## config.mk

```make
export PLATFORM = sky130hd
export DESIGN_NAME = npc_fetch_ctrl
export DESIGN_NICKNAME = d
export VERILOG_FILES = /design/src/rtl/npc_fetch_ctrl.sv
export SDC_FILE = /design/constraint.sdc
export NUM_CORES = 1
export LEC_CHECK = 0
export BUFFER_PORTS_ARGS = -buffer_cell sky130_fd_sc_hd__buf_2
export CAP_MARGIN = 20
export CORE_AREA = 2 2 50 52
export CTS_BUF_LIST = sky130_fd_sc_hd__clkbuf_16
export CTS_CLUSTER_DIAMETER = 30
export DETAILED_ROUTE_END_ITERATION = 16
export DIE_AREA = 0 0 52 54
export GPL_TIMING_DRIVEN = 0
export PLACE_DENSITY_LB_ADDON = 0.1
export SYNTH_ARGS = -nofsm -noshare
export SYNTH_HDL_FRONTEND = slang
export SYNTH_SLANG_ARGS = --single-unit
```

## constraint.sdc

```tcl
create_clock -name clock -period 2.09 [get_ports clock]
set_input_delay 0.3135 -clock clock [delete_from_list [all_inputs] [get_ports clock]]
set_output_delay 0.3135 -clock clock [all_outputs]
set_load 0.01 [all_outputs]
```

## src/rtl/npc_fetch_ctrl.sv

```systemverilog
// npc_fetch_ctrl: next-PC generator for the fetch stage.
//
// Each clock it picks the next fetch address. The choices are a sequential
// increment, a taken-branch target, a jump target, or holding the address on
// stall. It drives the PC register and the IF/ID fetch_valid/flush
// qualifiers. All outputs are registered.
//
// State table:
//   state    | meaning
//   ST_RUN   | normal sequential fetch, fetch_valid asserted
//   ST_STALL | downstream busy, NPC held, fetch_valid low
//   ST_FLUSH | post-redirect bubbles, flush high for FLUSH_CYCLES cycles
//
// Ports:
//   clock          in   single clock, all updates on posedge
//   reset          in   synchronous, active-high
//   stall          in   hold NPC, downstream cannot accept a fetch
//   branch_taken   in   taken branch resolved this cycle
//   branch_target  in   branch destination
//   jump           in   jump resolved this cycle (wins over branch)
//   jump_target    in   jump destination
//   NPC_reg_out    out  registered next PC
//   fetch_valid    out  registered, current fetch is architecturally valid
//   flush          out  registered, kill IF/ID contents this cycle
//   redirect_count out  saturating count of accepted redirects
//                       (present only with NPC_REDIRECT_COUNT_EN)
//
// Optional feature macro: NPC_REDIRECT_COUNT_EN
module npc_fetch_ctrl #(
    parameter int ADDR_W       = 10,
    parameter int PC_INC       = 4,
    parameter int RESET_PC     = 0,
    parameter int FLUSH_CYCLES = 1
) (
    input  logic              clock,
    input  logic              reset,
    input  logic              stall,
    input  logic              branch_taken,
    input  logic [ADDR_W-1:0] branch_target,
    input  logic              jump,
    input  logic [ADDR_W-1:0] jump_target,
    output logic [ADDR_W-1:0] NPC_reg_out,
    output logic              fetch_valid,
`ifdef NPC_REDIRECT_COUNT_EN
    output logic              flush,
    output logic [15:0]       redirect_count
`else
    output logic              flush
`endif
);

    localparam int CW = (FLUSH_CYCLES > 1) ? $clog2(FLUSH_CYCLES) : 1;

    typedef enum logic [1:0] {
        ST_RUN   = 2'd0,
        ST_STALL = 2'd1,
        ST_FLUSH = 2'd2
    } state_t;

    state_t            state_q, state_d;
    logic [ADDR_W-1:0] npc_q, npc_d, npc_inc;
    logic [CW-1:0]     cnt_q, cnt_d;
    logic              valid_q, valid_d;
    logic              flush_q, flush_d;
    logic              redirect;
    logic [ADDR_W-1:0] target;

    // Wraps modulo 2^ADDR_W by truncation.
    assign npc_inc  = npc_q + ADDR_W'(PC_INC);
    assign redirect = jump | branch_taken;
    assign target   = jump ? jump_target : branch_target;

    always_ff @(posedge clock) begin
        if (reset) begin
            state_q <= ST_RUN;
            npc_q   <= ADDR_W'(RESET_PC);
            cnt_q   <= '0;
            valid_q <= 1'b0;
            flush_q <= 1'b0;
        end else begin
            state_q <= state_d;
            npc_q   <= npc_d;
            cnt_q   <= cnt_d;
            valid_q <= valid_d;
            flush_q <= flush_d;
        end
    end

    always_comb begin
        state_d = state_q;
        npc_d   = npc_q;
        cnt_d   = cnt_q;
        valid_d = 1'b0;
        flush_d = 1'b0;
        if (redirect) begin
            // Redirect beats stall and is taken from any state.
            npc_d   = target;
            state_d = ST_FLUSH;
            cnt_d   = CW'(FLUSH_CYCLES - 1);
            flush_d = 1'b1;
        end else begin
            case (state_q)
                ST_RUN, ST_STALL: begin
                    if (stall) begin
                        state_d = ST_STALL;
                    end else begin
                        npc_d   = npc_inc;
                        state_d = ST_RUN;
                        valid_d = 1'b1;
                    end
                end
                ST_FLUSH: begin
                    // Address keeps advancing during bubbles unless stalled;
                    // the bubble counter runs regardless of stall.
                    if (!stall) npc_d = npc_inc;
                    if (cnt_q == '0) begin
                        state_d = stall ? ST_STALL : ST_RUN;
                        valid_d = !stall;
                    end else begin
                        cnt_d   = cnt_q - CW'(1);
                        flush_d = 1'b1;
                    end
                end
                default: begin
                    state_d = ST_RUN;
                end
            endcase
        end
    end

    assign NPC_reg_out = npc_q;
    assign fetch_valid = valid_q;
    assign flush       = flush_q;

`ifdef NPC_REDIRECT_COUNT_EN
    logic [15:0] rc_q;

    always_ff @(posedge clock) begin
        if (reset) begin
            rc_q <= '0;
        end else if (redirect && (rc_q != 16'hFFFF)) begin
            rc_q <= rc_q + 16'd1;
        end
    end

    assign redirect_count = rc_q;
`endif

endmodule
```

==> implementation parameters <==
Parameter                              Value

Routing
  Remaining antenna violation count after routing    0
  Average vias per placed instance    around 5.4
  Drt pass-1 iters    4
  Initial drt markers    44
  Total via count after detailed routing    between 800 and 900
  Average routed wire per standard cell    14.0 um
  Remaining design rule violation count    0
  WL final    around 2.1 mm

Timing
  Transition time at the pin with the least slew margin    around 500 ps
  Post-layout minimum cycle time    approximately 1500 ps
  Clock tree skew after final layout    2.01 ps
  Post-route setup TNS    0 ps
  Final hold vios    0
  Final number of setup-violating endpoints    0
  Tcrit/Tclk final    71.6%
  Maximum clock rate    0.669 GHz
  Unrepaired setup endpoints after global routing    no
  Worst slew margin    about two thirds
  Final worst slack    about 590 ps
  Number of max-slew violations in the final report    0

Yosys
  Post-synthesis cell type count    40
  Post-synth top area cell    sky130_fd_sc_hd__dfxtp_1
  Ys Warns    0
  Post-synth EDFFs    0
  Average cell area after synthesis    ~9 um2
  Most frequent cell after synthesis    sky130_fd_sc_hd__dfxtp_1
  Cell area after synthesis    764 um2
  Cells after synthesis    85
  Most frequent cells after synthesis    sky130_fd_sc_hd__dfxtp_1 (13), sky130_fd_sc_hd__nor2_1 (8), sky130_fd_sc_hd__a21oi_1 (7), sky130_fd_sc_hd__mux2i_1 (4), sky130_fd_sc_hd__nor3_1 (4)
  Net Count, Synth    between 100 and 150
  Proportion of netlist area held by the largest area contributor    between 30 and 40%
  Sequential fraction of the synthesis area    approximately 34%
  Number of storage elements in the synthesis netlist    13
  Leading cell types by total area after synthesis    sky130_fd_sc_hd__dfxtp_1 (34%), sky130_fd_sc_hd__mux2i_1 (5.2%), sky130_fd_sc_hd__a21oi_1 (4.6%)
  Share of flip-flops with an asynchronous set or reset    0%
  Flip-flop cell with the highest count after synthesis    sky130_fd_sc_hd__dfxtp_1

Finish
  Cell area after layout    1050 um2
  Layout cells sized above 1    between 30% and 40%
  Number of diodes added for antenna fixing    0
  Total number of nets in the final design    150
  Final Instance Count excl. Fillers    around 150
  Synth-to-Final Area Change    37.6%

Global route
  Largest net degree at the start of global routing    11
  Global-route wire length before repair    3.46 mm
  Via count of the first global-routing pass    ~750
  Overall Global Routing Usage    around 17%
  Antenna violations before repair    0
  Global route total overflow    0

CTS
  Clock tree from TritonCTS    built
  Level count of the clock H-tree    1
  TritonCTS sink count    13
  Clock-pin transition on the worst setup and hold timing paths    ~50 ps
  Cells resized by post-CTS repair    0
  Max Buffers Root-to-Sink    2
  Root buffer selected by CTS    sky130_fd_sc_hd__clkbuf_16
  Hold_buf cts    0
  Clock latency on the worst-skew pair    roughly 240 ps
  Number of buffers inserted to repair setup after CTS    0
  TritonCTS buffer count    3

Setup path
  Required time at the endpoint of the critical path    ~2200 ps
  CP delay by family, top    compound AO/OA/AOI/OAI gates
  Worst Setup End Kind    register
  Cells traversed along the worst timing path    ha_1 > and3_2 > a221o_1 > a21oi_1 > nor3_1
  Max stage delay cell, worst path    sky130_fd_sc_hd__dfxtp_1
  Crit path launch type    register
  Longest individual stage delay on the worst path    roughly 360 ps
  Critical Setup Path Class    reg2reg
  Critical path peak fanout    6
  Signal arrival time at the worst endpoint    ~1600 ps
  Number of buffers and inverters on the critical path    0

Floorplan
  Number of placement rows    18
  Die height    54 um
  Effective utilization at floorplan    33.0%
  Core outline area    between 2000 and 2500 um2
  Number of I/O pins    37
  Die width    52 um
  Overall die area    ~2800 um2

Placed design
  Port-buffer cells    34
  Placed inst area    972 um2
  DP Wirelength    1.57 mm
  Final weighted congestion of routability-driven global placement    approximately 0.77
  Cell count after placement    about 150
  Worst setup slack after placement    around 640 ps

Flow run
  Max cap viols    0

Power
  Power, Total    approximately 0.0008 W
  Maximum resistive drop on vdd    0.420 mV
  Power density cells    roughly 740 nW/um2
  Static Leak    between 0.4 and 0.5 nW

Run status
  Result of the run    complete, no violations

Hold path
  Class of the tightest hold or removal check    in2reg
==> power breakdown <==
part	leakage, nW	internal (W)	switching [W]
clock network	0.0409	0.000255	0.000113
logic	0.338	0.0000658	0.0000668
registers	0.107	0.000264	0.0000170
==> layout make-up <==
type	count	area, um2
well taps	30	37.5
clock buffers	3	75.1
fillers	252	1270
inverters	1	3.75
multi-input cells	65	463
plain buffers	6	37.5
repair buffers	34	170
flip-flops and latches	13	260
clock inverters	1	5.00
==> layer usage <==
metal  vias to the layer above  part of all wire (%)  global-route usage (%)
li1                        405                     -                       -
met1                       381                    46                    21.1
met2                        30                    45                    25.7
met3                         5                   7.1                    4.72
met4                         0                   2.1                    11.0
met5                         -                     0                       0
==> flip-flops by register name, indices dropped and copies added, names as in the netlist <==
name,flops
NPC_reg_out,10
state_q,2
fetch_valid,1
==> cells in the final DEF (no fill, tap or decap), types with 2 or more instances in the layout <==
cell / n
sky130_fd_sc_hd__nand2_1: 3
sky130_fd_sc_hd__nand3_1: 2
sky130_fd_sc_hd__nand4_1: 3
sky130_fd_sc_hd__a211oi_1: 3
sky130_fd_sc_hd__clkbuf_16: 3
sky130_fd_sc_hd__dfxtp_1: 13
sky130_fd_sc_hd__and2_1: 2
sky130_fd_sc_hd__a21oi_1: 7
sky130_fd_sc_hd__a221o_1: 3
sky130_fd_sc_hd__a222oi_1: 2
sky130_fd_sc_hd__buf_2: 37
sky130_fd_sc_hd__nor3_1: 4
sky130_fd_sc_hd__nor2_1: 8
sky130_fd_sc_hd__mux2i_1: 4
sky130_fd_sc_hd__o22ai_1: 2
==> path summary, 6_finish.rpt <==
path                                        to            from  cells after the start  slack [ps]
worst max-delay path            NPC_reg_out[6]  NPC_reg_out[2]                      5         590
worst min-delay path            NPC_reg_out[7]           reset                      2         280
worst max register to register  NPC_reg_out[6]  NPC_reg_out[2]                      5         590
worst min register to register  NPC_reg_out[9]  NPC_reg_out[9]                      2         530
==> per-stage QoR <==
step	util [%]	hold slack [ps]
2_1_floorplan	-	389
3_3_place_gp	41.9	509
3_5_place_dp	41.9	524
4_1_cts	45.4	283
5_1_grt	45.4	303
6_report	45.4	284
==> logic make-up after synthesis <==
family / share of synthesized area (%)
and+or+nand+nor: 24.1
DFF: 34.0
xor gates and xnor gates: 2.29
muxes: 6.71
adders and majority gates: 1.64
AOI/OAI and AO/OA: 25.9
buffers and inverters: 5.40
(Power assumes the default switching activity.)
